File: src/rtl/port_hex_uart_pkg.sv
// rtl/port_hex_uart_pkg.sv - shared state encodings, ASCII constants and character helpers
package port_hex_uart_pkg;

  typedef enum logic [1:0] {IDLE, START, DATA, STOP} tx_state_t;
  typedef enum logic {FRAME_IDLE, FRAME_SEND} frame_state_t;

  localparam logic [7:0] ASCII_CR    = 8'h0D;
  localparam logic [7:0] ASCII_LF    = 8'h0A;
  localparam logic [2:0] FRAME_CHARS = 3'd6;

  function automatic logic [7:0] nibble_to_ascii(input logic [3:0] n);
    return (n < 4'd10) ? (8'h30 + {4'h0, n}) : (8'h37 + {4'h0, n});
  endfunction

  // Character idx of a frame: four hex digits MSB first, then CR, LF.
  function automatic logic [7:0] frame_char(input logic [2:0] idx, input logic [15:0] v);
    case (idx)
      3'd0:    return nibble_to_ascii(v[15:12]);
      3'd1:    return nibble_to_ascii(v[11:8]);
      3'd2:    return nibble_to_ascii(v[7:4]);
      3'd3:    return nibble_to_ascii(v[3:0]);
      3'd4:    return ASCII_CR;
      default: return ASCII_LF;
    endcase
  endfunction

endpackage

File: src/rtl/port_hex_uart_tx_byte.sv
// rtl/port_hex_uart_tx_byte.sv - 8N1 byte serializer (uart_byte_tx) with valid/ready input
module uart_byte_tx import port_hex_uart_pkg::*; #(
  parameter int CLKS_PER_BIT = 16
) (
  input  logic       clk,
  input  logic       reset,
  input  logic [7:0] data,
  input  logic       valid,
  output logic       ready,
  output logic       tx
);

  localparam int CW = (CLKS_PER_BIT > 1) ? $clog2(CLKS_PER_BIT) : 1;
  localparam logic [CW-1:0] LAST = CW'(CLKS_PER_BIT - 1);

  tx_state_t      state;
  logic [CW-1:0]  cnt;
  logic [2:0]     bit_idx;
  logic [7:0]     shreg;
  logic           bit_end;

  assign bit_end = (cnt == LAST);
  // Ready in the final stop-bit cycle lets the next byte start with no idle gap.
  assign ready   = (state == IDLE) || ((state == STOP) && bit_end);

  always_ff @(posedge clk) begin
    if (reset) begin
      state   <= IDLE;
      cnt     <= '0;
      bit_idx <= 3'd0;
      shreg   <= 8'h00;
      tx      <= 1'b1;
    end else begin
      cnt <= ((state == IDLE) || bit_end) ? '0 : cnt + CW'(1);
      case (state)
        IDLE: begin
          if (valid) begin
            shreg <= data;
            tx    <= 1'b0;
            state <= START;
          end
        end
        START: begin
          if (bit_end) begin
            tx      <= shreg[0];
            bit_idx <= 3'd0;
            state   <= DATA;
          end
        end
        DATA: begin
          if (bit_end) begin
            if (bit_idx == 3'd7) begin
              tx    <= 1'b1;
              state <= STOP;
            end else begin
              shreg   <= shreg >> 1;
              tx      <= shreg[1];
              bit_idx <= bit_idx + 3'd1;
            end
          end
        end
        STOP: begin
          if (bit_end) begin
            if (valid) begin
              shreg <= data;
              tx    <= 1'b0;
              state <= START;
            end else begin
              state <= IDLE;
            end
          end
        end
        default: state <= IDLE;
      endcase
    end
  end

endmodule

File: src/rtl/port_hex_uart_tx.sv
// rtl/port_hex_uart_tx.sv - sends a changed 16-bit port value as four hex digits plus CR LF
module port_hex_uart_tx import port_hex_uart_pkg::*; #(
  parameter int CLK_FREQ = 100000000,
  parameter int BAUD     = 115200
) (
  input  logic        clkIn,
  input  logic        resetIn,
  input  logic [15:0] PortIn,
  input  logic        EnableIn,
  output logic        TxOut,
  output logic        BusyOut,
  output logic [7:0]  FrameCountOut
);

  localparam int CLKS_PER_BIT = CLK_FREQ / BAUD;

  frame_state_t state;
  logic [15:0]  last_value;
  logic [15:0]  snapshot;
  logic [2:0]   char_idx;
  logic         start;
  logic         byte_valid;
  logic         byte_ready;
  logic [7:0]   byte_data;

  assign start = (state == FRAME_IDLE) && EnableIn && (PortIn != last_value);

  // The first digit comes straight from PortIn so the start bit leaves on the detection edge.
  always_comb begin
    byte_valid = 1'b0;
    byte_data  = frame_char(3'd0, PortIn);
    if (state == FRAME_IDLE) begin
      byte_valid = start;
    end else if (char_idx != FRAME_CHARS) begin
      byte_valid = 1'b1;
      byte_data  = frame_char(char_idx, snapshot);
    end
  end

  always_ff @(posedge clkIn) begin
    if (resetIn) begin
      state         <= FRAME_IDLE;
      last_value    <= 16'h0000;
      snapshot      <= 16'h0000;
      char_idx      <= 3'd0;
      BusyOut       <= 1'b0;
      FrameCountOut <= 8'h00;
    end else begin
      case (state)
        FRAME_IDLE: begin
          if (start && byte_ready) begin
            snapshot   <= PortIn;
            last_value <= PortIn;
            char_idx   <= 3'd1;
            BusyOut    <= 1'b1;
            state      <= FRAME_SEND;
          end
        end
        FRAME_SEND: begin
          if (byte_ready) begin
            if (char_idx == FRAME_CHARS) begin
              BusyOut       <= 1'b0;
              FrameCountOut <= FrameCountOut + 8'd1;
              char_idx      <= 3'd0;
              state         <= FRAME_IDLE;
            end else begin
              char_idx <= char_idx + 3'd1;
            end
          end
        end
        default: state <= FRAME_IDLE;
      endcase
    end
  end

  uart_byte_tx #(.CLKS_PER_BIT(CLKS_PER_BIT)) u_byte_tx (
    .clk   (clkIn),
    .reset (resetIn),
    .data  (byte_data),
    .valid (byte_valid),
    .ready (byte_ready),
    .tx    (TxOut)
  );

endmodule

File: config.mk
export PLATFORM = sky130hd
export DESIGN_NAME = port_hex_uart_tx
export DESIGN_NICKNAME = d
export VERILOG_FILES = /design/src/rtl/port_hex_uart_pkg.sv /design/src/rtl/port_hex_uart_tx_byte.sv /design/src/rtl/port_hex_uart_tx.sv
export SDC_FILE = /design/constraint.sdc
export NUM_CORES = 1
export LEC_CHECK = 0
export ABC_AREA = 1
export CORE_MARGIN = 5
export CORE_UTILIZATION = 30
export CTS_BUF_LIST = sky130_fd_sc_hd__clkbuf_8
export CTS_CLUSTER_SIZE = 8
export DETAILED_ROUTE_END_ITERATION = 7
export GPL_ROUTABILITY_DRIVEN = 0
export GPL_TIMING_DRIVEN = 0
export PLACE_DENSITY_LB_ADDON = 0.2
export SYNTH_ARGS = -nofsm -noshare
export SYNTH_HDL_FRONTEND = slang
export SYNTH_SLANG_ARGS = --single-unit
File: constraint.sdc
create_clock -name clkIn -period 2 [get_ports clkIn]
set_input_delay 0.3 -clock clkIn [delete_from_list [all_inputs] [get_ports clkIn]]
set_output_delay 0.3 -clock clkIn [all_outputs]
set_load 0.01 [all_outputs]
==> impl.org <==
** Status
- The run finished with clean final reports.

** Clock network
- Number of buffers added to fix hold violations after cts :: 0
- Clock tree synthesis selected as its root buffer the cell sky130_fd_sc_hd__clkbuf_8.
- TritonCTS clock tree :: built
- Sink count of the clock tree :: 52
- After clock tree synthesis, the clock-pin slew on the worst setup and hold paths is 0.11 ns.
- The clock passes through at most 2 buffers.
- H-tree levels :: 2
- Counting the buffers created by CTS gives 5.
- Clock latency reported for the late side of the worst-skew pair :: 0.31 ns

** Die
- From left edge to right edge, the die measures 114.8 µm.
- After floorplanning, the core was divided into 38 placement rows.
- Initial core utilization :: 0.3052
- The die covers 13180 µm².
- For this design the top-level I/O count stands at 29.
- The die is 114.8 µm tall.
- CORE AREA :: 10790 µm²

** Critical path
- By instance count, the cell type seen most on the critical path is sky130_fd_sc_hd__nand2_1.
- The worst setup path is captured at a register.
- STA classifies the critical path startpoint as an input pin.
- Source of the critical timing path :: PortIn[13]
- Number of buffer and inverter stages on the critical path :: 3
- Cell type group with the largest total delay on the critical path :: buffers and inverters
- The number of cells on the worst reg-to-reg path is 9.
- Slowest stage cell on the critical path :: sky130_fd_sc_hd__clkdlybuf4s50_1
- In this run the worst setup path terminates at snapshot[13].
- Maximum fanout count along the critical path :: 10
- Register-to-register setup slack :: 0.18 ns
- In this run the critical register-to-register path is captured at snapshot[6].
- Walking the worst path, the cells encountered are clkdlybuf4s50_1 -> inv_1 -> nand2_1 -> nand2_1 -> nor2_1 -> nand2_1 -> nor2_1 -> nand2_1 -> nand3_2 -> buf_2 -> o21ai_0 -> a21oi_1.
- For the worst setup path, the data arrival time is 2.12 ns.
- For the worst setup path, the data required time is 2.26 ns.
- For this run, the slowest stage of the critical path takes 0.52 ns.
- Worst setup path class :: input pin to register
- The startpoint identified for the worst register-to-register timing path is u_byte_tx.cnt[0].
- Counting buffers and inverters, the worst setup path is 12 cells deep.

** GRT
- The number of global-route vias before repair came to 3146.
- For this run, the total global-route usage over all layers was measured as 0.1306.
- Antenna violations before repair :: 0
- Entering global routing, the biggest net connects 18 pins.
- Global-route wire length before repair :: 14320 µm
- For this run the aggregate overflow at the end of global routing stands at 0.

** Routing
- The final layout contains routed wiring with a total length of 8322 µm.
- Once detail routing completed, the nets flagged for antenna violations numbered 0.
- The first detailed-routing pass ran for 4 iterations.
- Vias post-DR :: 3284
- Vias per Instance :: 4.599
- Drt initial violations :: 158
- DRC violations left :: 0
- After detailed routing, the average wire length per cell comes to 11.66 µm.

** Pwr
- Net load switching power :: 0.001948 W
- Total power :: 0.004242 W
- VDD sags by at most 364.9 µV.
- Cell internal power was estimated by the tool at 0.002294 W.
- Fraction of power consumed by combinational cells :: 0.500
- Seq pwr share :: 0.347
- The share of total power dissipated in the clock network is 0.152.
- Switching part of the total :: 0.4591
- Dividing total power by cell area gives a power density of 1093 nW/µm².
- For this design the static power due to leakage is 1.828 nW.

** Final layout
- The finished cells cover 3881 µm².
- The number of antenna diodes in the final layout is 0.
- Util after Layout :: 0.3596
- From synthesis to final layout, the design area changed by 17.81%.
- In the final design database the tool counted 606 nets.
- Of the cells placed in the final design, the portion with a size suffix greater than 1 is 0.06098.

** STA
- Summed negative setup slack over all endpoints :: 0 ns
- Rel. slew slack :: 0.6268
- Of the available clock period, the critical path in the final layout requires 0.9299.
- Final clock skew :: 0.01301 ns
- Setup repair after global routing left no endpoint under its margin.
- The max-slew violation count is 0.
- Hold timing on the final database bottoms out at a slack of 0.3726 ns.
- Highest clock rate :: 537.7 MHz
- Final setup violation count :: 0
- Final number of hold-violating endpoints :: 0
- For the pin with the worst max-slew slack, the measured transition is 0.5598 ns.
- Tmin final :: 1.860 ns

** Placement
- Buffers added on ports :: 27
- Summed over all nets, the half-perimeter wirelength after detailed placement is 6409 µm.
- The placed instances occupy a cell area of 3740 µm².

** Yosys
- Library cells used by synthesis :: 31
- In this run the cell area of the synthesized design comes to 3294 µm².
- Synthesis handed over a netlist of 536 instances.
- Portion of the post-synthesis area used by sequential elements :: 0.3160
- Each instance of the synthesized netlist takes up on average 6.146 µm².
- sky130_fd_sc_hd__dfxtp_1 takes more of the synthesized area than any other cell.
- Area share of the leading cell type in the synthesized netlist :: 0.3160
- The Yosys step of the flow raised 0 warnings.
- Area contributors post-synth :: sky130_fd_sc_hd__dfxtp_1 32%, sky130_fd_sc_hd__nand2_1 18%, sky130_fd_sc_hd__inv_1 9.2%, sky130_fd_sc_hd__a21oi_1 6.8%, sky130_fd_sc_hd__nor2_1 6.8%
- Syn nets :: 569
- Counting flops and latches in the post-synthesis netlist gives 52.

** Min path
- Class of the worst hold path :: input pin to register
- The worst hold path was traced through 2 stages.

** Job
- Max-cap violations in this run came to 0.
cell type report:
class	count	area, µm²
Fill cell	1185	6912
Timing Repair Buffer	30	300.3
Multi-Input combinational cell	390	1908
Buffer	10	45.04
Sequential cell	52	1047
Clock inverter	3	21.27
Tap cell	140	175.2
Inverter	84	315.3
Clock buffer	5	68.82
state kept, by name, indices dropped and copies added, names as in the netlist:
| name | cells |
|---|---|
| BusyOut | 1 |
| FrameCountOut | 8 |
| char_idx | 3 |
| snapshot | 16 |
| state | 1 |
| u_byte_tx.bit_idx | 3 |
| u_byte_tx.cnt | 10 |
| u_byte_tx.shreg | 7 |
| u_byte_tx.state | 2 |
| u_byte_tx.tx | 1 |
placed cells by master, fill, tap and decap left out, types with 3 or more instances in the layout:
master / n
sky130_fd_sc_hd__a211oi_1: 3
sky130_fd_sc_hd__a21oi_1: 44
sky130_fd_sc_hd__buf_2: 4
sky130_fd_sc_hd__buf_4: 3
sky130_fd_sc_hd__clkbuf_1: 4
sky130_fd_sc_hd__clkbuf_8: 5
sky130_fd_sc_hd__clkdlybuf4s50_1: 24
sky130_fd_sc_hd__dfxtp_1: 49
sky130_fd_sc_hd__dlymetal6s2s_1: 3
sky130_fd_sc_hd__ha_1: 14
sky130_fd_sc_hd__inv_1: 81
sky130_fd_sc_hd__nand2_1: 156
sky130_fd_sc_hd__nand3_1: 32
sky130_fd_sc_hd__nand4_1: 4
sky130_fd_sc_hd__nor2_1: 59
sky130_fd_sc_hd__nor2_2: 3
sky130_fd_sc_hd__nor3_1: 4
sky130_fd_sc_hd__o21ai_0: 38
sky130_fd_sc_hd__o21ai_1: 3
sky130_fd_sc_hd__xor2_1: 7
repair_timing:
item | CTS | global route
gates cloned | 0 | 0
endpoints found under the setup margin | 14 | 28
gates resized for setup | 2 | 16
buffers inserted | 0 | 3
pin swaps | 0 | 4
worst min path at each step:
| stage | endpoint | slack [ns] | startpoint |
|---|---|---|---|
| final | u_byte_tx.bit_idx[0] | 0.37 | resetIn |
| after global routing | u_byte_tx.bit_idx[0] | 0.39 | resetIn |
| after detailed placement | u_byte_tx.cnt[0] | 0.44 | u_byte_tx.cnt[0] |
| after floorplan | u_byte_tx.cnt[0] | 0.42 | u_byte_tx.cnt[0] |
| after global placement | u_byte_tx.cnt[0] | 0.43 | u_byte_tx.cnt[0] |
| after CTS | u_byte_tx.bit_idx[0] | 0.38 | resetIn |
metrics by stage:
step / instances / worst slack [ns]
after floorplan: 536 / 0.4218
after global routing: 714 / 0.0005904
after CTS: 711 / 0.01368
after detailed placement: 703 / -0.4017
final: 714 / 0.1402
after global placement: 703 / -0.3531
power by group through the flow:
stage / clock [W] / sequential, W / combinational (W)
floorplan: 0 / 0.00144 / 0.00154
global placement: 0 / 0.00147 / 0.00200
detailed placement: 0 / 0.00148 / 0.00203
CTS: 0.000670 / 0.00146 / 0.00206
global route: 0.000707 / 0.00151 / 0.00247
finish: 0.000646 / 0.00147 / 0.00212
kinds of logic after synthesis:
kind of cell,share of synthesized area
buffers and inverters,0.1086
AND/OR/NAND/NOR,0.3411
flip-flops,0.3160
AO/OA/AOI/OAI,0.1572
adder cells (fa/ha/maj),0.05317
XOR/XNOR,0.02393
synth_stat cells, drive strengths merged:
master and number:
o21bai 2, buf 4, a21oi 45, xor2 7
nand2 158, or2 2, nand4 4, clkinv 1
nor3b 2, nor2 62, inv 83, a211oi 3
nand3 34, clkbuf 6, nor3 5, a22oi 1
nand3b 1, ha 14, dfxtp 52, a31oi 1
xnor2 2, nor4 2, o211ai 2, o21ai 43
metal layers:
layer	share of wire	track usage
met1	0.52	0.1771
met2	0.44	0.2119
met3	0.030	0.02789
met4	0.0075	0.03365
met5	0	0
No activity file was read; power rests on OpenSTA's default activity.
